$ cat config.mk
export PLATFORM = sky130hd
export DESIGN_NAME = alu_muldiv_seq_flat
export DESIGN_NICKNAME = d
export VERILOG_FILES = /design/src/rtl/alu_muldiv_seq_pkg.sv /design/src/rtl/alu_muldiv_seq_if.sv /design/src/rtl/alu_muldiv_seq_alu.sv /design/src/rtl/alu_muldiv_seq.sv /design/src/flat_wrapper.sv
export SDC_FILE = /design/constraint.sdc
export NUM_CORES = 1
export LEC_CHECK = 0
export BUFFER_PORTS_ARGS = -buffer_cell sky130_fd_sc_hd__buf_2
export CORE_ASPECT_RATIO = 1.4
export CORE_UTILIZATION = 45
export CTS_BUF_LIST = sky130_fd_sc_hd__clkbuf_8
export CTS_CLUSTER_DIAMETER = 100
export DETAILED_ROUTE_END_ITERATION = 7
export PLACE_DENSITY_LB_ADDON = 0.15
export SLEW_MARGIN = 20
export SYNTH_ARGS = -nofsm -noshare
export SYNTH_HDL_FRONTEND = slang
export SYNTH_SLANG_ARGS = --single-unit
$ cat constraint.sdc
create_clock -name clk -period 5.2 [get_ports clk]
set_input_delay 0 -clock clk [delete_from_list [all_inputs] [get_ports clk]]
set_output_delay 0 -clock clk [all_outputs]
set_load 0.05 [all_outputs]
$ cat src/rtl/alu_muldiv_seq_pkg.sv
// alu_muldiv_seq_pkg: shared encodings for the multi-cycle MUL/DIVU/REMU
// sequencer and the ALU it drives.
//   op_e       - operation requested by the core control unit
//   alu_ctrl_e - control field of the shared 32-bit ALU
//   state_e    - sequencer states
package alu_muldiv_seq_pkg;

  localparam int unsigned XLEN_DEF = 32;
  localparam int unsigned ITER_DEF = 32;

  typedef enum logic [1:0] {
    OP_MUL  = 2'b00,  // low 32 bits of unsigned product
    OP_DIVU = 2'b01,  // unsigned quotient
    OP_REMU = 2'b10,  // unsigned remainder
    OP_ILL  = 2'b11   // reserved encoding, reported as illegal
  } op_e;

  typedef enum logic [1:0] {
    ALU_ADD = 2'b00,
    ALU_SUB = 2'b01,
    ALU_AND = 2'b10,
    ALU_OR  = 2'b11
  } alu_ctrl_e;

  typedef enum logic [1:0] {
    ST_IDLE   = 2'b00,
    ST_RUN    = 2'b01,
    ST_FINISH = 2'b10
  } state_e;

endpackage

$ cat src/rtl/alu_muldiv_seq_if.sv
// alu_muldiv_seq_if: start/done handshake between the core control unit
// (master) and the MUL/DIV sequencer (slave).
//   start     - request, sampled only while the sequencer is idle
//   op        - operation (see alu_muldiv_seq_pkg::op_e)
//   operand_a - multiplicand or dividend, captured on accepted start
//   operand_b - multiplier or divisor, captured on accepted start
//   busy      - high from the cycle after accept until done
//   done      - one-cycle pulse, result valid in the same cycle
//   result    - held until the next accepted start
//   illegal   - sticky with result, set for the reserved op encoding
interface alu_muldiv_seq_if #(
  parameter int unsigned XLEN = 32
);
  logic            start;
  logic [1:0]      op;
  logic [XLEN-1:0] operand_a;
  logic [XLEN-1:0] operand_b;
  logic            busy;
  logic            done;
  logic [XLEN-1:0] result;
  logic            illegal;

  modport master (
    output start, op, operand_a, operand_b,
    input  busy, done, result, illegal
  );

  modport slave (
    input  start, op, operand_a, operand_b,
    output busy, done, result, illegal
  );
endinterface

$ cat src/rtl/alu_muldiv_seq_alu.sv
// alu_muldiv_seq_alu: the core's single-cycle 32-bit ALU, reused here by the
// multi-cycle sequencer.
//   ctrl_i   - 00 add, 01 sub, 10 and, 11 or
//   a_i, b_i - operands
//   result_o - combinational result
//   zero_o   - result equals zero
module alu_muldiv_seq_alu
  import alu_muldiv_seq_pkg::*;
#(
  parameter int unsigned XLEN = XLEN_DEF
) (
  input  alu_ctrl_e        ctrl_i,
  input  logic [XLEN-1:0]  a_i,
  input  logic [XLEN-1:0]  b_i,
  output logic [XLEN-1:0]  result_o,
  output logic             zero_o
);

  always_comb begin
    result_o = '0;
    case (ctrl_i)
      ALU_ADD: result_o = a_i + b_i;
      ALU_SUB: result_o = a_i - b_i;
      ALU_AND: result_o = a_i & b_i;
      ALU_OR:  result_o = a_i | b_i;
      default: result_o = '0;
    endcase
  end

  assign zero_o = (result_o == '0);

endmodule

$ cat src/rtl/alu_muldiv_seq.sv
// alu_muldiv_seq: multi-cycle unsigned RV32M MUL / DIVU / REMU sequencer.
// Issues one operation per cycle to a shared ALU while busy: shift-add for
// MUL (low product, wraps mod 2^32) and restoring division for DIVU/REMU.
// A legal op with a nonzero divisor (or any MUL) takes ITER RUN cycles and
// pulses done ITER+1 cycles after accept; divide-by-zero and the reserved
// op finish with latency 1.
//   clk   - rising-edge clock
//   rst_n - asynchronous active-low reset; aborts any operation in flight
//   bus   - slave side of alu_muldiv_seq_if (start/op/operands in,
//           busy/done/result/illegal out)
module alu_muldiv_seq
  import alu_muldiv_seq_pkg::*;
#(
  parameter int unsigned XLEN = XLEN_DEF,
  parameter int unsigned ITER = ITER_DEF
) (
  input  logic            clk,
  input  logic            rst_n,
  alu_muldiv_seq_if.slave bus
);

  localparam int unsigned    CW   = $clog2(ITER);
  localparam logic [CW-1:0]  LAST = CW'(ITER - 1);

  // Sequencer state and registered outputs
  state_e          state_q;
  op_e             op_q;
  logic [CW-1:0]   count_q;
  logic            busy_q;
  logic            done_q;
  logic [XLEN-1:0] result_q;
  logic            illegal_q;

  // Datapath registers, shared between the two algorithms:
  //   a_q   - multiplicand (MUL, shifts left) / dividend-then-quotient (DIV)
  //   b_q   - multiplier (MUL, shifts right) / divisor (DIV, constant)
  //   acc_q - product accumulator (MUL) / partial remainder (DIV)
  logic [XLEN-1:0] a_q;
  logic [XLEN-1:0] b_q;
  logic [XLEN-1:0] acc_q;

  // One-iteration next values
  logic [XLEN-1:0] a_d;
  logic [XLEN-1:0] b_d;
  logic [XLEN-1:0] acc_d;
  logic [XLEN-1:0] final_d;

  // Shared ALU
  alu_ctrl_e       alu_ctrl;
  logic [XLEN-1:0] alu_a;
  logic [XLEN-1:0] alu_b;
  logic [XLEN-1:0] alu_res;
  logic            alu_zero_unused;

  // Restoring-division trial: remainder shifted left with the next dividend
  // bit. The compare is done here on 33 bits since the ALU has no carry out.
  logic [XLEN:0]   rem_shift;
  logic            ge;

  op_e             op_in;
  assign op_in = op_e'(bus.op);

  alu_muldiv_seq_alu #(
    .XLEN(XLEN)
  ) u_alu (
    .ctrl_i  (alu_ctrl),
    .a_i     (alu_a),
    .b_i     (alu_b),
    .result_o(alu_res),
    .zero_o  (alu_zero_unused)
  );

  always_comb begin
    rem_shift = {acc_q, a_q[XLEN-1]};
    ge        = (rem_shift >= {1'b0, b_q});

    // ALU is parked at add 0+0 outside RUN
    alu_ctrl = ALU_ADD;
    alu_a    = '0;
    alu_b    = '0;
    if (state_q == ST_RUN) begin
      if (op_q == OP_MUL) begin
        alu_ctrl = ALU_ADD;
        alu_a    = acc_q;
        alu_b    = b_q[0] ? a_q : '0;
      end else begin
        alu_ctrl = ALU_SUB;
        alu_a    = rem_shift[XLEN-1:0];
        alu_b    = b_q;
      end
    end

    if (op_q == OP_MUL) begin
      acc_d = alu_res;
      a_d   = a_q << 1;
      b_d   = b_q >> 1;
    end else begin
      // When ge holds, rem_shift - divisor < divisor, so the 32-bit ALU
      // difference is exact.
      acc_d = ge ? alu_res : rem_shift[XLEN-1:0];
      a_d   = {a_q[XLEN-2:0], ge};
      b_d   = b_q;
    end

    // Result of the final iteration is loaded directly so that done and
    // result appear together in the cycle after the last iteration.
    final_d = (op_q == OP_DIVU) ? a_d : acc_d;
  end

  always_ff @(posedge clk or negedge rst_n) begin
    if (!rst_n) begin
      state_q   <= ST_IDLE;
      op_q      <= OP_MUL;
      count_q   <= '0;
      busy_q    <= 1'b0;
      done_q    <= 1'b0;
      result_q  <= '0;
      illegal_q <= 1'b0;
      a_q       <= '0;
      b_q       <= '0;
      acc_q     <= '0;
    end else begin
      done_q <= 1'b0;
      case (state_q)
        ST_IDLE: begin
          if (bus.start) begin
            op_q      <= op_in;
            count_q   <= '0;
            illegal_q <= (op_in == OP_ILL);
            if (op_in == OP_ILL) begin
              result_q <= '0;
              done_q   <= 1'b1;
              state_q  <= ST_FINISH;
            end else if ((op_in != OP_MUL) && (bus.operand_b == '0)) begin
              result_q <= (op_in == OP_DIVU) ? '1 : bus.operand_a;
              done_q   <= 1'b1;
              state_q  <= ST_FINISH;
            end else begin
              a_q     <= bus.operand_a;
              b_q     <= bus.operand_b;
              acc_q   <= '0;
              busy_q  <= 1'b1;
              state_q <= ST_RUN;
            end
          end
        end

        ST_RUN: begin
          acc_q   <= acc_d;
          a_q     <= a_d;
          b_q     <= b_d;
          count_q <= count_q + CW'(1);
          if (count_q == LAST) begin
            busy_q   <= 1'b0;
            done_q   <= 1'b1;
            result_q <= final_d;
            state_q  <= ST_FINISH;
          end
        end

        ST_FINISH: begin
          state_q <= ST_IDLE;
        end

        default: begin
          state_q <= ST_IDLE;
          busy_q  <= 1'b0;
        end
      endcase
    end
  end

  assign bus.busy    = busy_q;
  assign bus.done    = done_q;
  assign bus.result  = result_q;
  assign bus.illegal = illegal_q;

endmodule

$ cat src/flat_wrapper.sv
// flat-port wrapper written by rule: the top's interface ports become plain ports
module alu_muldiv_seq_flat import alu_muldiv_seq_pkg::*;
#(
  parameter int unsigned XLEN = XLEN_DEF,
  parameter int unsigned ITER = ITER_DEF
)
  (clk, rst_n, bus_start, bus_op, bus_operand_a, bus_operand_b, bus_busy, bus_done, bus_result, bus_illegal);
  alu_muldiv_seq_if #(.XLEN(XLEN)) bus_i ();
  input  logic clk;
  input  logic rst_n;
  input wire logic [$bits(bus_i.start)-1:0] bus_start;
  input wire logic [$bits(bus_i.op)-1:0] bus_op;
  input wire logic [$bits(bus_i.operand_a)-1:0] bus_operand_a;
  input wire logic [$bits(bus_i.operand_b)-1:0] bus_operand_b;
  output wire logic [$bits(bus_i.busy)-1:0] bus_busy;
  output wire logic [$bits(bus_i.done)-1:0] bus_done;
  output wire logic [$bits(bus_i.result)-1:0] bus_result;
  output wire logic [$bits(bus_i.illegal)-1:0] bus_illegal;
  assign bus_i.start = bus_start;
  assign bus_i.op = bus_op;
  assign bus_i.operand_a = bus_operand_a;
  assign bus_i.operand_b = bus_operand_b;
  assign bus_busy = bus_i.busy;
  assign bus_done = bus_i.done;
  assign bus_result = bus_i.result;
  assign bus_illegal = bus_i.illegal;
  alu_muldiv_seq #(.XLEN(XLEN), .ITER(ITER)) u_core (.clk(clk), .rst_n(rst_n), .bus(bus_i));
endmodule
# == Word-level counts from Yosys, hierarchy flattened ==
# Cells that the tools add are included.
# totals
regBits,140
input_bits,69
elab_cells,94
# op_classes
n_reduce_logical,14
mux,48
magnitude_cmp,1
bitwise_logic,3
addsub,3
eq_ne,15
# ops
operator,n
$mux 32,23
$pmux 32 s2,4
$pmux 32 s4,1
$ge 33x32->1,1
$add 32x32->32,1
$and 32x32->32,1
$logic_not 32->1,1
$or 32x32->32,1
$sub 32x32->32,1
$mux 1,11
$ne 2x2->1 const B,5
$pmux 5 s2,1
$reduce_and 5->1,2
$eq 2x1->1 const B,4
$eq 2x2->1 const B,4
$mux 2,4
$reduce_and 4->1,2
$logic_not 2->1,3
$reduce_and 2->1,3
$add 5x1->5 const B,1
$eq 5x5->1 const B,1
$mux 5,1
$pmux 2 s2,1
$reduce_bool 2->1,2
other kinds (5),5

# == Depth between registers and ports, before layout ==
# depth
depth_word,10
depth_mapped,26

# == Cells and area by module ==
# A second synthesis with hierarchy kept.
# hier_totals
cells_unflattened,1570
area_unflattened_um2,12211.7
# by_module_without_submodules
module,area_each_um2,cells_each,n_inst,seq_area_each_um2
alu_muldiv_seq,8657.1,1063,1,3503.4
alu_muldiv_seq_alu,3554.7,507,1,0.0

# == Least setup slack after synthesis ==
# No wires, ideal clock.
# synth_timing
kind,reg2reg
from,register u_core.state_q[1]
to,register u_core.result_q[23] (netlist: u_core.bus.result[23])
arrival_ps,4729
setup_time_ps,135
path_slack_ps,336
stages_incl_launch_ff,26
period_less_slack_ps,4864
path_buffers,4
path_cell_list,dfrtp_1 buf_4 and2b_1 buf_2 clkbuf_1 buf_1 o211ai_1 ha_1 o31a_1 o21ai_0 nor2_1 nand3b_1 o21ai_0 nand2_1 o21ai_0 a221oi_1 ha_1 a21oi_1 nor2_1 a211oi_1 a21boi_2 a21oi_2 o21ai_0 and4_1 a311oi_1 o31ai_1
# synth_via
elab_chain_cells,9
word_cells_on_any_way,24
cone_classes,add/sub (2); eq/ne (7); mux (9); bitwise (2); reduce/logical (4)
# synth_lines
element,line,text
start: declaration,alu_muldiv_seq.sv:26,state_e state_q;
start signal: assignment,alu_muldiv_seq.sv:112,state_q <= ST_IDLE;
start signal: assignment,alu_muldiv_seq.sv:133,state_q <= ST_FINISH;
start signal: assignment,alu_muldiv_seq.sv:137,state_q <= ST_FINISH;
$eq 2x1->1,"alu_muldiv_seq.sv:81, alu_muldiv_seq.sv:124",
$mux 32 / $mux 1 (equally long branches),alu_muldiv_seq.sv:81,if (state_q == ST_RUN) begin
"$sub 32x32->32, or another cell as far along",alu_muldiv_seq_alu.sv:23,ALU_SUB: result_o = a_i - b_i;
$pmux 32 s4,alu_muldiv_seq_alu.sv:21,case (ctrl_i)
$mux 32,alu_muldiv_seq.sv:100,acc_d = ge ? alu_res : rem_shift[XLEN-1:0];
$mux 32,alu_muldiv_seq.sv:93,if (op_q == OP_MUL) begin
$mux 32,alu_muldiv_seq.sv:107,final_d = (op_q == OP_DIVU) ? a_d : acc_d;
$mux 32,alu_muldiv_seq.sv:153,if (count_q == LAST) begin
$pmux 32 s2,alu_muldiv_seq.sv:124,case (state_q)
end signal: assignment,alu_muldiv_seq.sv:135,result_q <= (op_in == OP_DIVU) ? '1 : bus.operand_a;
end signal: assignment,alu_muldiv_seq.sv:156,result_q <= final_d;
end: declaration,alu_muldiv_seq.sv:31,logic [XLEN-1:0] result_q;
# Parallel ways exist; a longest one is shown, timed or not. The select of a mux whose other input is x is not followed.
# A chain may end at the register's enable or synchronous reset.

# == Worst setup path in the final report ==
# layout_timing
from,register u_core.a_q[6]
to,register u_core.result_q[27] (netlist: u_core.bus.result[27])
# layout_via
elab_chain_cells,10
word_cells_on_any_way,11
cone_classes,add/sub (2); mux (9)
# layout_lines
element,line,text
start: declaration,alu_muldiv_seq.sv:38,logic [XLEN-1:0] a_q;
start signal: assignment,alu_muldiv_seq.sv:139,a_q <= bus.operand_a;
$mux 32 *,alu_muldiv_seq.sv:85,alu_b = b_q[0] ? a_q : '0;
$mux 32 *,alu_muldiv_seq.sv:82,if (op_q == OP_MUL) begin
$mux 32 *,alu_muldiv_seq.sv:81,
$sub 32x32->32 / $add 32x32->32 (equally long branches),"alu_muldiv_seq_alu.sv:23, alu_muldiv_seq_alu.sv:22",
$pmux 32 s4 *,alu_muldiv_seq_alu.sv:21,
$mux 32,alu_muldiv_seq.sv:100,
$mux 32 *,alu_muldiv_seq.sv:93,
$mux 32 *,alu_muldiv_seq.sv:107,
$mux 32 *,alu_muldiv_seq.sv:153,
$pmux 32 s2 *,alu_muldiv_seq.sv:124,
# Mark *: on every way between the ends. The rest lies on a longest branch, timed or not. The select of a mux whose other input is x is not followed.

==> impl_results.md <==
* GPL Wtd Cong at ~1
* Post-synthesis register bit count at 140
* DR vias/cell at around 6.2
* Final Hold Fails at 0
* Crit. End Element: flip-flop
* Avg Synthesized Cell Area at 7.70 µm²
* Number of DRC violations after detailed-routing iteration 0 at 980
* Met1 WL at 16.0 mm
* Layout cells sized above 1 at 13.8%
* Vias in the first global route at around 12,000
* Mux share of post-synthesis cell area at 4.91%
* RSZ-0062 raised after global routing: false
* I/O Buffers at 103
* Post-synth EDFFs at 0
* RR Startpoint: u_core.a_q[6]$_DFFE_PN0P_
* Clk_skew at 16.8 ps
* Multi-input logic area at 7450 µm²
* CTS buffer count at 17
* Max Root-Sink Buffers at 2
* DR pass1 iterations at 6
* Starting Density at 46.2%
* Die area at roughly 26,000 µm²
* # nets final at 1,763
* Area share of fa/ha/maj cells after synthesis at 7.47%
* # fillers at 2,398
* Compound-Gate Fraction of Synth Area at 27.9%
* Reg-to-Reg End: u_core.bus.result[27]$_DFFE_PN0P_
* Remaining antenna violation count at 0
* Via Count at 12,100
* R2R cell count at 18
* Top Layer Used: met4
* Slew HR at 38.4%
* Post-synthesis xor/xnor area fraction at 2.67%
* Synth Net Count at 1,629
* HPWL Detailed at 31.6 mm
* Reg-to-reg slack, setup at between 200 and 250 ps
* Post-synthesis cell area at between 10,000 and 15,000 µm²
* Global Route Usage Sum at 34.3%
* Die height at 191 µm
* Register area at 3500 µm²
* Final worst-path cycle share at 95.9%
* Overflow after GRT at 0
* Antenna Cells at 0
* CP Launch Type: flip-flop
* Routed len/inst at 22.2 µm
* Top FF cell, synth: dfrtp_1
* Core ar. at 24,800 µm²
* Max Freq at 200 MHz
* Worst-Skew Late Latency at slightly below 500 ps
* Clock Pin Slew Worst Setup and Hold Paths at 90 ps
* Row cnt at 68
* Setup tns final at 0 ps
* Largest net degree at the start of global routing at 94
* Critical path origin: u_core.a_q[6]$_DFFE_PN0P_
* Initial antenna violation count at 0
* Max-slew violations at 0
* Register area share after synthesis at 30.5%
* Total wire length at 43.4 mm
* HP Class: input port to asynchronous set/reset pin
* Worst EP arrival at between 5000 and 6000 ps
* Synthesis-to-layout area growth at 17.5%
* Crit Path Max Fanout at 6
* Met3 WL post-DR at 1.87 mm
* CP Data Required Time at 5580 ps
* Core Util, Final at 54.3%
* Clock net sink count at 140
* Die W at around 140 µm
* Final setup violation count at 0
* Critical path class: flip-flop to flip-flop
* Met2 routed WL at 22.1 mm
* Syn Inst Count at 1,492
* Post-Synth Simple-Gate Area at 21.2%
* Max Cap Viol at 0
* Root Buffer: clkbuf_8
* Worst slew pin tran at 924 ps
* End of the critical path: u_core.bus.result[27]$_DFFE_PN0P_
* Syn. warnings at 0
* Status: finished clean
* Combinational family with the most area after synthesis: compound AO/OA/AOI/OAI gates
* Top Ports at 104
* First-pass GRT wire length at 67.1 mm
* DRC viols at 0
* CTS HTree Levels at 4
* Tmin final at approximately 5000 ps
* Cell variety after synth at between 90 and 100
* Fraction of registers with async set/reset at 100%
* TritonCTS clock tree: yes
==> flip-flops by register name, indices dropped and copies added (netlist names) <==
register,cells
u_core.a_q,32
u_core.acc_q,32
u_core.b_q,32
u_core.bus.result,32
u_core.count_q,5
u_core.op_q,2
u_core.state_q,2
u_core.bus.busy,1
u_core.bus.done,1
u_core.bus.illegal,1
==> Yosys cell counts (7+ instances only) <==
master / number / area (µm²)
a211oi_1: 12 / 90.1
a21o_1: 21 / 158
a21oi_1: 120 / 601
a221oi_1: 9 / 78.8
a22o_1: 9 / 78.8
a31oi_1: 47 / 294
and3_1: 9 / 56.3
buf_1: 13 / 48.8
buf_2: 15 / 75.1
clkbuf_1: 64 / 240
dfrtp_1: 140 / 3500
ha_1: 67 / 838
inv_1: 45 / 169
mux2i_1: 53 / 531
nand2_1: 278 / 1040
nand2b_1: 7 / 43.8
nand3_1: 17 / 85.1
nand4_1: 12 / 75.1
nor2_1: 120 / 450
nor2b_1: 8 / 50.1
nor3_1: 21 / 105
nor4_1: 21 / 131
o211ai_1: 8 / 60.1
o21a_1: 8 / 60.1
o21ai_0: 168 / 841
o21ai_1: 12 / 60.1
o221ai_1: 13 / 114
o31ai_1: 8 / 60.1
xnor2_1: 16 / 140
xor2_1: 19 / 166
==> worst max-delay path, stage by stage (launching register included) <==
cell and delay, ps:
dfrtp_1 460, nor4_1 740, o22a_1 360, nand2_4 100, nor3_4 260, o221ai_1 200
xor2_1 200, nand2_1 70, o21ai_0 120, ha_1 440, nand2_1 130, nor4_1 320
o211ai_1 200, a21boi_2 300, a21oi_4 140, o41ai_4 280, mux2i_1 230, a31oi_1 90
a211o_1 250
==> area by class of cell <==
| type | count | area share (%) |
|---|---|---|
| flip-flops and latches | 140 | 26.0 |
| inverters | 45 | 1.25 |
| multi-input cells | 1206 | 55.2 |
| clock buffers | 19 | 1.94 |
| well taps | 315 | 2.92 |
| repair buffers | 216 | 11.4 |
| clock inverters | 13 | 1.31 |
==> layout by cell type (no fill, tap or decap), types with 6 or more instances in the layout <==
| master | n |
|---|---|
| a32oi_1 | 6 |
| nor3_1 | 21 |
| o221ai_1 | 13 |
| nand2b_1 | 7 |
| o31ai_1 | 8 |
| a21oi_1 | 118 |
| o21ai_0 | 168 |
| inv_1 | 45 |
| o21a_1 | 7 |
| nor4_1 | 21 |
| o21ai_1 | 11 |
| xnor2_1 | 16 |
| nand3_1 | 17 |
| dfrtp_1 | 140 |
| a211oi_1 | 11 |
| a21o_1 | 21 |
| buf_4 | 46 |
| nand4_1 | 12 |
| xor2_1 | 19 |
| a221oi_1 | 9 |
| ha_1 | 66 |
| a31oi_1 | 46 |
| nand2_1 | 278 |
| nor2b_1 | 7 |
| o211ai_1 | 8 |
| and3_1 | 9 |
| clkbuf_8 | 19 |
| nor2_1 | 120 |
| a22o_1 | 9 |
| buf_2 | 102 |
| dlygate4sd3_1 | 67 |
| mux2i_1 | 53 |
==> per-layer routing <==
layer,global-route usage [%],up-vias
li1,-,5660
met5,0,-
met1,38.2,5790
met3,4.35,163
met4,24.6,0
met2,59.4,466
==> stage by stage <==
stage          cells  hold slack, ps  setup slack [ps]  cell area (µm²)
5_1_grt         1954             242              2.22            13500
4_1_cts         1950             178               198            13400
3_5_place_dp    1851             160               247            12300
3_3_place_gp    1851             160               335            12300
6_report        1954             178               211            13500
2_1_floorplan   1492            -296               336            11500
==> timing repair <==
action                                  4_1_cts  5_1_grt
gates resized for setup                       0        7
setup buffers                                 0        4
hold endpoints to repair                    189        0
endpoints found under the setup margin        0       19
hold buffers                                 67        0
==> cell families (layout without fill, tap and decap cells) <==
group	Yosys count	in the layout
AO/OA/AOI/OAI	507	507
adder cells (fa/ha/maj)	68	68
AND/OR/NAND/NOR	540	540
flip-flops	140	140
buffers and inverters	146	293
multiplexers	56	56
XOR/XNOR	35	35
==> worst min-delay path by stage <==
stage	startpoint	slack, ps	to	cells after the start
floorplan	rst_n	-300	u_core.a_q[0]$_DFFE_PN0P_	0
global placement	rst_n	160	u_core.b_q[7]$_DFFE_PN0P_	1
detailed placement	rst_n	160	u_core.b_q[7]$_DFFE_PN0P_	1
CTS	bus_op[0]	180	u_core.bus.result[2]$_DFFE_PN0P_	3
global route	rst_n	240	u_core.b_q[4]$_DFFE_PN0P_	2
finish	rst_n	180	u_core.b_q[4]$_DFFE_PN0P_	2
Power is left out: the tool's default activity adds up to more than one toggle a clock period on the data nets, which glitch-free logic cannot reach.
